==> config.mk <==
export PLATFORM = sky130hd
export DESIGN_NAME = spi_regfile_ctrl_flat
export DESIGN_NICKNAME = d
export VERILOG_FILES = /design/src/rtl/spi_regfile_ctrl_if.sv /design/src/rtl/spi_regfile_ctrl.sv /design/src/flat_wrapper.sv
export SDC_FILE = /design/constraint.sdc
export NUM_CORES = 1
export LEC_CHECK = 0
export CAP_MARGIN = 30
export CORE_AREA = 10 10 84 86
export DETAILED_ROUTE_END_ITERATION = 6
export DIE_AREA = 0 0 94 96
export DONT_BUFFER_PORTS = 1
export PLACE_DENSITY = 0.59
export SLEW_MARGIN = 20
export SYNTH_ARGS = -nofsm -noshare
export SYNTH_HDL_FRONTEND = slang
export SYNTH_SLANG_ARGS = --single-unit
==> constraint.sdc <==
create_clock -name clk -period 1.8 [get_ports clk]
set_input_delay 0.18 -clock clk [delete_from_list [all_inputs] [get_ports clk]]
set_output_delay 0.18 -clock clk [all_outputs]
set_load 0.01 [all_outputs]
==> src/rtl/spi_regfile_ctrl_if.sv <==
// Pin and bus bundle for spi_regfile_ctrl: SPI pins, register-file port and debug read port.
// The controller uses the master view; the SPI host, register file and debug requester use the slave view.
interface spi_regfile_ctrl_if #(
    parameter int ADDR_W = 4
);
    logic              spi_sclk;
    logic              spi_cs_n;
    logic              spi_mosi;
    logic              spi_miso;
    logic              spi_active;
    logic [ADDR_W-1:0] rf_addr;
    logic [7:0]        rf_wdata;
    logic              rf_we;
    logic [7:0]        rf_rdata;
    logic              dbg_req;
    logic [ADDR_W-1:0] dbg_addr;
    logic              dbg_ack;
    logic [7:0]        dbg_data;

    modport master (
        input  spi_sclk, spi_cs_n, spi_mosi, rf_rdata, dbg_req, dbg_addr,
        output spi_miso, spi_active, rf_addr, rf_wdata, rf_we, dbg_ack, dbg_data
    );

    modport slave (
        output spi_sclk, spi_cs_n, spi_mosi, rf_rdata, dbg_req, dbg_addr,
        input  spi_miso, spi_active, rf_addr, rf_wdata, rf_we, dbg_ack, dbg_data
    );
endinterface

==> src/rtl/spi_regfile_ctrl.sv <==
// SPI mode-0 command sequencer for a register file: oversampled write (0x02) / read (0x03) with
// auto-incrementing address, sharing the single register-file port with a debug read requester.
module spi_regfile_ctrl #(
    parameter int ADDR_W      = 4,
    parameter int SYNC_STAGES = 2
) (
    input  logic               clk,
    input  logic               rst_n,
    spi_regfile_ctrl_if.master bus
);
    typedef enum logic [2:0] {
        IDLE      = 3'd0,
        CMD       = 3'd1,
        ADDR_W_ST = 3'd2,
        ADDR_R_ST = 3'd3,
        WDATA     = 3'd4,
        RDATA     = 3'd5,
        IGNORE    = 3'd6
    } state_t;

    localparam logic [ADDR_W-1:0] PTR_ONE = {{(ADDR_W-1){1'b0}}, 1'b1};

    logic [SYNC_STAGES-1:0] sclk_sync_r, cs_sync_r, mosi_sync_r;
    logic                   sclk_prev_r;
    state_t                 state_r, state_s;
    logic [2:0]             bit_cnt_r;
    logic [7:0]             rx_r, tx_r;
    logic [ADDR_W-1:0]      ptr_r, ptr_s;
    logic [ADDR_W-1:0]      rf_addr_r, rf_addr_s;
    logic [7:0]             rf_wdata_r, rf_wdata_s;
    logic                   rf_we_r, rf_we_s;
    logic                   spi_rd_r, spi_rd_s;
    logic                   dbg_rd_r, dbg_rd_s;
    logic                   dbg_ack_r;
    logic [7:0]             dbg_data_r;
    logic                   miso_r;
    logic                   sclk_s, cs_act_s, mosi_s, rise_s, fall_s, byte_done_s;
    logic [7:0]             byte_s;

    assign sclk_s      = sclk_sync_r[SYNC_STAGES-1];
    assign cs_act_s    = ~cs_sync_r[SYNC_STAGES-1];
    assign mosi_s      = mosi_sync_r[SYNC_STAGES-1];
    assign rise_s      = cs_act_s & sclk_s & ~sclk_prev_r;
    assign fall_s      = cs_act_s & ~sclk_s & sclk_prev_r;
    assign byte_done_s = rise_s & (bit_cnt_r == 3'd7);
    // Byte as it will stand once the current rising edge is shifted in
    assign byte_s      = {rx_r[6:0], mosi_s};

    assign bus.spi_active = cs_act_s;
    assign bus.spi_miso   = miso_r;
    assign bus.rf_addr    = rf_addr_r;
    assign bus.rf_wdata   = rf_wdata_r;
    assign bus.rf_we      = rf_we_r;
    assign bus.dbg_ack    = dbg_ack_r;
    assign bus.dbg_data   = dbg_data_r;

    // Synchronise the SPI pins; chip select idles deasserted
    always_ff @(posedge clk) begin
        if (!rst_n) begin
            sclk_sync_r <= {SYNC_STAGES{1'b0}};
            cs_sync_r   <= {SYNC_STAGES{1'b1}};
            mosi_sync_r <= {SYNC_STAGES{1'b0}};
            sclk_prev_r <= 1'b0;
        end else begin
            sclk_sync_r <= {sclk_sync_r[SYNC_STAGES-2:0], bus.spi_sclk};
            cs_sync_r   <= {cs_sync_r[SYNC_STAGES-2:0], bus.spi_cs_n};
            mosi_sync_r <= {mosi_sync_r[SYNC_STAGES-2:0], bus.spi_mosi};
            sclk_prev_r <= sclk_s;
        end
    end

    // Transaction state register
    always_ff @(posedge clk) begin
        if (!rst_n) begin
            state_r <= IDLE;
        end else begin
            state_r <= state_s;
        end
    end

    // Next state, pointer and register-file port schedule for the following cycle
    always_comb begin
        state_s    = state_r;
        ptr_s      = ptr_r;
        rf_addr_s  = rf_addr_r;
        rf_wdata_s = rf_wdata_r;
        rf_we_s    = 1'b0;
        spi_rd_s   = 1'b0;
        dbg_rd_s   = 1'b0;
        if (!cs_act_s) begin
            state_s = IDLE;
        end else begin
            case (state_r)
                IDLE: state_s = CMD;
                CMD: begin
                    if (byte_done_s) begin
                        case (byte_s)
                            8'h02:   state_s = ADDR_W_ST;
                            8'h03:   state_s = ADDR_R_ST;
                            default: state_s = IGNORE;
                        endcase
                    end else begin
                        state_s = CMD;
                    end
                end
                ADDR_W_ST: begin
                    if (byte_done_s) begin
                        ptr_s   = byte_s[ADDR_W-1:0];
                        state_s = WDATA;
                    end else begin
                        state_s = ADDR_W_ST;
                    end
                end
                ADDR_R_ST: begin
                    if (byte_done_s) begin
                        rf_addr_s = byte_s[ADDR_W-1:0];
                        ptr_s     = byte_s[ADDR_W-1:0] + PTR_ONE;
                        spi_rd_s  = 1'b1;
                        state_s   = RDATA;
                    end else begin
                        state_s = ADDR_R_ST;
                    end
                end
                WDATA: begin
                    if (byte_done_s) begin
                        rf_addr_s  = ptr_r;
                        rf_wdata_s = byte_s;
                        rf_we_s    = 1'b1;
                        ptr_s      = ptr_r + PTR_ONE;
                    end else begin
                        ptr_s = ptr_r;
                    end
                end
                RDATA: begin
                    if (byte_done_s) begin
                        rf_addr_s = ptr_r;
                        spi_rd_s  = 1'b1;
                        ptr_s     = ptr_r + PTR_ONE;
                    end else begin
                        ptr_s = ptr_r;
                    end
                end
                IGNORE:  state_s = IGNORE;
                default: state_s = IDLE;
            endcase
        end
        // SPI accesses own the port; debug reads only take cycles SPI leaves free
        if (!rf_we_s && !spi_rd_s && bus.dbg_req && !dbg_ack_r && !dbg_rd_r) begin
            dbg_rd_s  = 1'b1;
            rf_addr_s = bus.dbg_addr;
        end else begin
            dbg_rd_s  = 1'b0;
        end
    end

    // Shift registers, bit counter, port registers and read-data capture
    always_ff @(posedge clk) begin
        if (!rst_n) begin
            bit_cnt_r  <= 3'd0;
            rx_r       <= 8'h00;
            tx_r       <= 8'h00;
            ptr_r      <= {ADDR_W{1'b0}};
            rf_addr_r  <= {ADDR_W{1'b0}};
            rf_wdata_r <= 8'h00;
            rf_we_r    <= 1'b0;
            spi_rd_r   <= 1'b0;
            dbg_rd_r   <= 1'b0;
            dbg_ack_r  <= 1'b0;
            dbg_data_r <= 8'h00;
            miso_r     <= 1'b0;
        end else begin
            ptr_r      <= ptr_s;
            rf_addr_r  <= rf_addr_s;
            rf_wdata_r <= rf_wdata_s;
            rf_we_r    <= rf_we_s;
            spi_rd_r   <= spi_rd_s;
            dbg_rd_r   <= dbg_rd_s;
            dbg_ack_r  <= dbg_rd_r;
            if (dbg_rd_r) begin
                dbg_data_r <= bus.rf_rdata;
            end
            if (!cs_act_s) begin
                bit_cnt_r <= 3'd0;
                rx_r      <= 8'h00;
            end else if (rise_s) begin
                bit_cnt_r <= bit_cnt_r + 3'd1;
                rx_r      <= byte_s;
            end
            // bit_cnt of 0 marks the falling edge closing a byte: keep the freshly loaded MSB
            if (spi_rd_r) begin
                tx_r <= bus.rf_rdata;
            end else if ((state_r == RDATA) && fall_s && (bit_cnt_r != 3'd0)) begin
                tx_r <= {tx_r[6:0], 1'b0};
            end
            miso_r <= (state_r == RDATA) ? tx_r[7] : 1'b0;
        end
    end
endmodule
==> src/flat_wrapper.sv <==
// flat-port wrapper written by rule: the top's interface ports become plain ports
module spi_regfile_ctrl_flat 
#(
    parameter int ADDR_W      = 4,
    parameter int SYNC_STAGES = 2
)
  (clk, rst_n, bus_spi_sclk, bus_spi_cs_n, bus_spi_mosi, bus_rf_rdata, bus_dbg_req, bus_dbg_addr, bus_spi_miso, bus_spi_active, bus_rf_addr, bus_rf_wdata, bus_rf_we, bus_dbg_ack, bus_dbg_data);
  spi_regfile_ctrl_if #(.ADDR_W(ADDR_W)) bus_i ();
  input  logic clk;
  input  logic rst_n;
  input wire logic [$bits(bus_i.spi_sclk)-1:0] bus_spi_sclk;
  input wire logic [$bits(bus_i.spi_cs_n)-1:0] bus_spi_cs_n;
  input wire logic [$bits(bus_i.spi_mosi)-1:0] bus_spi_mosi;
  input wire logic [$bits(bus_i.rf_rdata)-1:0] bus_rf_rdata;
  input wire logic [$bits(bus_i.dbg_req)-1:0] bus_dbg_req;
  input wire logic [$bits(bus_i.dbg_addr)-1:0] bus_dbg_addr;
  output wire logic [$bits(bus_i.spi_miso)-1:0] bus_spi_miso;
  output wire logic [$bits(bus_i.spi_active)-1:0] bus_spi_active;
  output wire logic [$bits(bus_i.rf_addr)-1:0] bus_rf_addr;
  output wire logic [$bits(bus_i.rf_wdata)-1:0] bus_rf_wdata;
  output wire logic [$bits(bus_i.rf_we)-1:0] bus_rf_we;
  output wire logic [$bits(bus_i.dbg_ack)-1:0] bus_dbg_ack;
  output wire logic [$bits(bus_i.dbg_data)-1:0] bus_dbg_data;
  assign bus_i.spi_sclk = bus_spi_sclk;
  assign bus_i.spi_cs_n = bus_spi_cs_n;
  assign bus_i.spi_mosi = bus_spi_mosi;
  assign bus_i.rf_rdata = bus_rf_rdata;
  assign bus_i.dbg_req = bus_dbg_req;
  assign bus_i.dbg_addr = bus_dbg_addr;
  assign bus_spi_miso = bus_i.spi_miso;
  assign bus_spi_active = bus_i.spi_active;
  assign bus_rf_addr = bus_i.rf_addr;
  assign bus_rf_wdata = bus_i.rf_wdata;
  assign bus_rf_we = bus_i.rf_we;
  assign bus_dbg_ack = bus_i.dbg_ack;
  assign bus_dbg_data = bus_i.dbg_data;
  spi_regfile_ctrl #(.ADDR_W(ADDR_W), .SYNC_STAGES(SYNC_STAGES)) u_core (.clk(clk), .rst_n(rst_n), .bus(bus_i));
endmodule
==> impl_metrics.py <==
metrics = {
    "status": {
        "status": "finished clean",
    },
    "die": {
        "die_y_um": 96,
        "die_w_um": 94,
        "dieArea_um2": 9020,
        "placement_rows": 27,
        "io_pins": 42,
        "coreArea_um2": 5410,
        "start_util_pct": 45.2,
    },
    "layout": {
        "stdcell_area_um2": 2820,
        "n_fill_cell": 507,
        "drive_gt1_share_pct": 14.1,
        "postLayoutCoreUtil_pct": 52.1,
        "finalNetCount": 280,
        "ff_latch_area_um2": 1140,
        "area_growth_syn_to_layout_pct": 15.4,
        "multi_input_area_um2": 1230,
        "antenna_cells": 0,
    },
    "grt": {
        "overflow": 0,
        "grt_pass1_wl_um": 8310,
        "antenna_found_initial": 0,
        "grt_max_degree": 43,
        "grt_pass1_vias": 1707,
        "track_usage_pct": 11.8,
    },
    "routing": {
        "vias_per_cell": 5.14,
        "wl_per_cell_um": 15.0,
        "firstDrtPassIters": 4,
        "routedLengthMet1_um": 2210,
        "wl_met3_um": 436,
        "drc": 0,
        "postRouteAntennaNets": 0,
        "wl_met2_um": 2280,
        "dr_total_vias": 1723,
        "wl_um": 5040,
        "top_layer": "met4",
        "drt_iter0_markers": 59,
    },
    "synthesis": {
        "syn_inst": 250,
        "synth_top_area_share_pct": 46.7,
        "async_flop_share_pct": 0,
        "synth_edf_count": 0,
        "ys_warn_count": 0,
        "seq_area_frac_synth_pct": 46.7,
        "ys_types": 41,
        "synth_common_cells": "dfxtp_1 (57), mux2i_1 (36), nand2_1 (21), nor2b_1 (18), nor2_1 (17)",
        "postSynthAreaPerCell_um2": 9.76,
        "synth.largest_area_cell": "dfxtp_1",
        "ys.flop_type": "dfxtp_1",
        "synthTopCellsByArea": "dfxtp_1 (47%), mux2i_1 (15%), nor2b_1 (4.6%)",
        "netlist_area_um2": 2440,
        "yosys_register_bits": 57,
        "yosysMostFrequentCell": "dfxtp_1",
        "synth_fp_nets": 272,
    },
    "sta": {
        "fin_skew_ns": 0.00703,
        "max_freq_mhz": 580,
        "finalWorstPathRequiredPeriod_ns": 1.73,
        "setup_viol": 0,
        "report.final.slew_viol_count": 0,
        "grt_setup_unrepaired": "true",
        "worst_pin_slew_ns": 0.500,
        "min_period_over_period_pct": 95.8,
        "setup_slack_ns": 0.0747,
        "hold_viol": 0,
        "slew_headroom_pct": 66.6,
    },
    "worst_setup_path": {
        "worstSetupEndpointType": "flop",
        "worst_ep_required_time_ns": 2.02,
        "r2r_end": "u_core.state_r[0]",
        "worstPathArrival_ns": 1.95,
        "r2r_start": "u_core.bit_cnt_r[0]",
        "cp-start-kind": "flop",
        "critPathKind": "reg2reg",
        "ff2ff_path_depth": 7,
        "rrSetupSlack_ns": 0.07,
        "path_max_fanout": 9,
    },
    "power_and_ir_drop": {
        "irDropWorstVdd_v": 0.000516,
        "power.leakage_nw": 1.19,
        "power.density_nw_per_um2": 934,
    },
    "clocking": {
        "cts_inserted_buffers": 9,
        "clockBufferDepth": 2,
        "postCtsSetupBuffers": 0,
        "clock-root-buffer": "clkbuf_8",
        "clock-sinks": 57,
        "worstSkewPairLatency_ns": 0.33,
        "cts.htree.levels": 3,
        "tritoncts": "yes",
        "path_clk_slew_ns": 0.06,
    },
    "worst_hold_path": {
        "hold_start": "bus_rf_rdata[1]",
        "whs_endpoint": "u_core.bus.dbg_data[1]",
        "hold_depth": 2,
        "hold_class": "in2reg",
    },
    "placement": {
        "dpl_cell_area_um2": 2510,
        "dpl.hpwl_um": 3380,
        "place_congestion": 0.717,
        "io_buffers": 0,
        "dp_slack_ns": 0.0464,
    },
    "flow_run": {
        "maxCapViolCount": 0,
    },
}
power by group:
group          switching [mW]  internal (mW)
registers              0.0242           1.29
clock network           0.470          0.751
logic                  0.0449         0.0533
total                   0.539           2.09
area by class of cell:
cell class              count  share of cell area (%)
clock buffers              14                    6.13
clock inverters             2                    1.24
inverters                   4                   0.533
multi-input cells         172                    43.7
flip-flops and latches     57                    40.6
well taps                  72                    3.20
repair buffers             14                    4.62
repair_timing:
item                                    4_1_cts  5_1_grt
resized for setup                             0        8
endpoints found under the hold margin        42        0
hold buffers                                  6        0
endpoints found under the setup margin        0       12
metrics by stage:
stage	TNS, ns	std cells	hold slack [ns]	total power, mW
floorplan	0	250	0.281	1.41
global placement	0	313	0.259	1.41
detailed placement	0	313	0.262	1.41
CTS	0	335	0.00640	2.67
global route	-0.0319	335	0.00640	2.75
finish	0	335	0.0251	2.63
how the worst max path moves through the flow:
stage | from | endpoint | slack [ns] | cells past startpoint
after global placement | u_core.bit_cnt_r[0] | u_core.state_r[0] | 0.08 | 7
final | u_core.bit_cnt_r[0] | u_core.state_r[0] | 0.07 | 7
after detailed placement | u_core.bit_cnt_r[0] | u_core.state_r[0] | 0.05 | 7
after floorplan | u_core.bit_cnt_r[0] | u_core.bus.rf_wdata[0] | 0.15 | 8
after global routing | u_core.state_r[1] | u_core.ptr_r[2] | -0.02 | 8
after CTS | u_core.bit_cnt_r[0] | u_core.state_r[0] | 0.03 | 7
registers in the layout, summed over array words and instances, names as in the netlist:
name,flops
u_core.spi_rd_r,1
u_core.bus.rf_we,1
u_core.ptr_r,4
u_core.bus.dbg_data,8
u_core.bus.rf_addr,4
u_core.bus.spi_miso,1
u_core.bus.dbg_ack,1
u_core.bit_cnt_r,3
u_core.state_r,3
u_core.cs_sync_r,2
u_core.dbg_rd_r,1
u_core.bus.rf_wdata,8
u_core.rx_r,7
u_core.sclk_sync_r,2
u_core.sclk_prev_r,1
u_core.mosi_sync_r,2
u_core.tx_r,8
routing by layer:
metal | up-vias | global-route usage (%)
li1 | 879 | -
met1 | 800 | 13.5
met2 | 35 | 16.9
met3 | 9 | 5.91
met4 | 0 | 7.97
met5 | - | 0
placed cells by master (no fill, tap or decap), types with 2 or more instances in the layout:
cell,n
dfxtp_1,55
mux2i_1,36
nand2_1,21
nor2b_1,17
nor2_1,17
clkbuf_8,12
a21oi_1,11
o21ai_0,10
buf_4,8
nand2b_1,6
nand3_1,6
and2_1,6
and3_1,5
dlygate4sd3_1,5
inv_1,4
ha_1,4
a211oi_1,2
nor3b_2,2
o211a_1,2
xor2_1,2
a32oi_1,2
o221a_2,2
a311oi_1,2
clkbuf_1,2
dfxtp_2,2
logic make-up after synthesis:
logic type               count (synthesis)  share of synthesized area (%)
XOR/XNOR                                 3                           1.08
multiplexers                            36                           14.8
AO/OA/AOI/OAI                           39                           10.7
AND/OR/NAND/NOR                         90                           20.5
adder cells (fa/ha/maj)                  4                           2.05
buffers and inverters                   21                           4.20
flip-flops                              57                           46.7
worst max-delay path: stages (launching register included):
cell	delay, ns
dfxtp_1	0.37
ha_1	0.16
ha_1	0.15
nand4bb_1	0.14
buf_4	0.20
a311oi_2	0.28
o21ai_0	0.13
and4b_1	0.19
(Power assumes the default switching activity.)
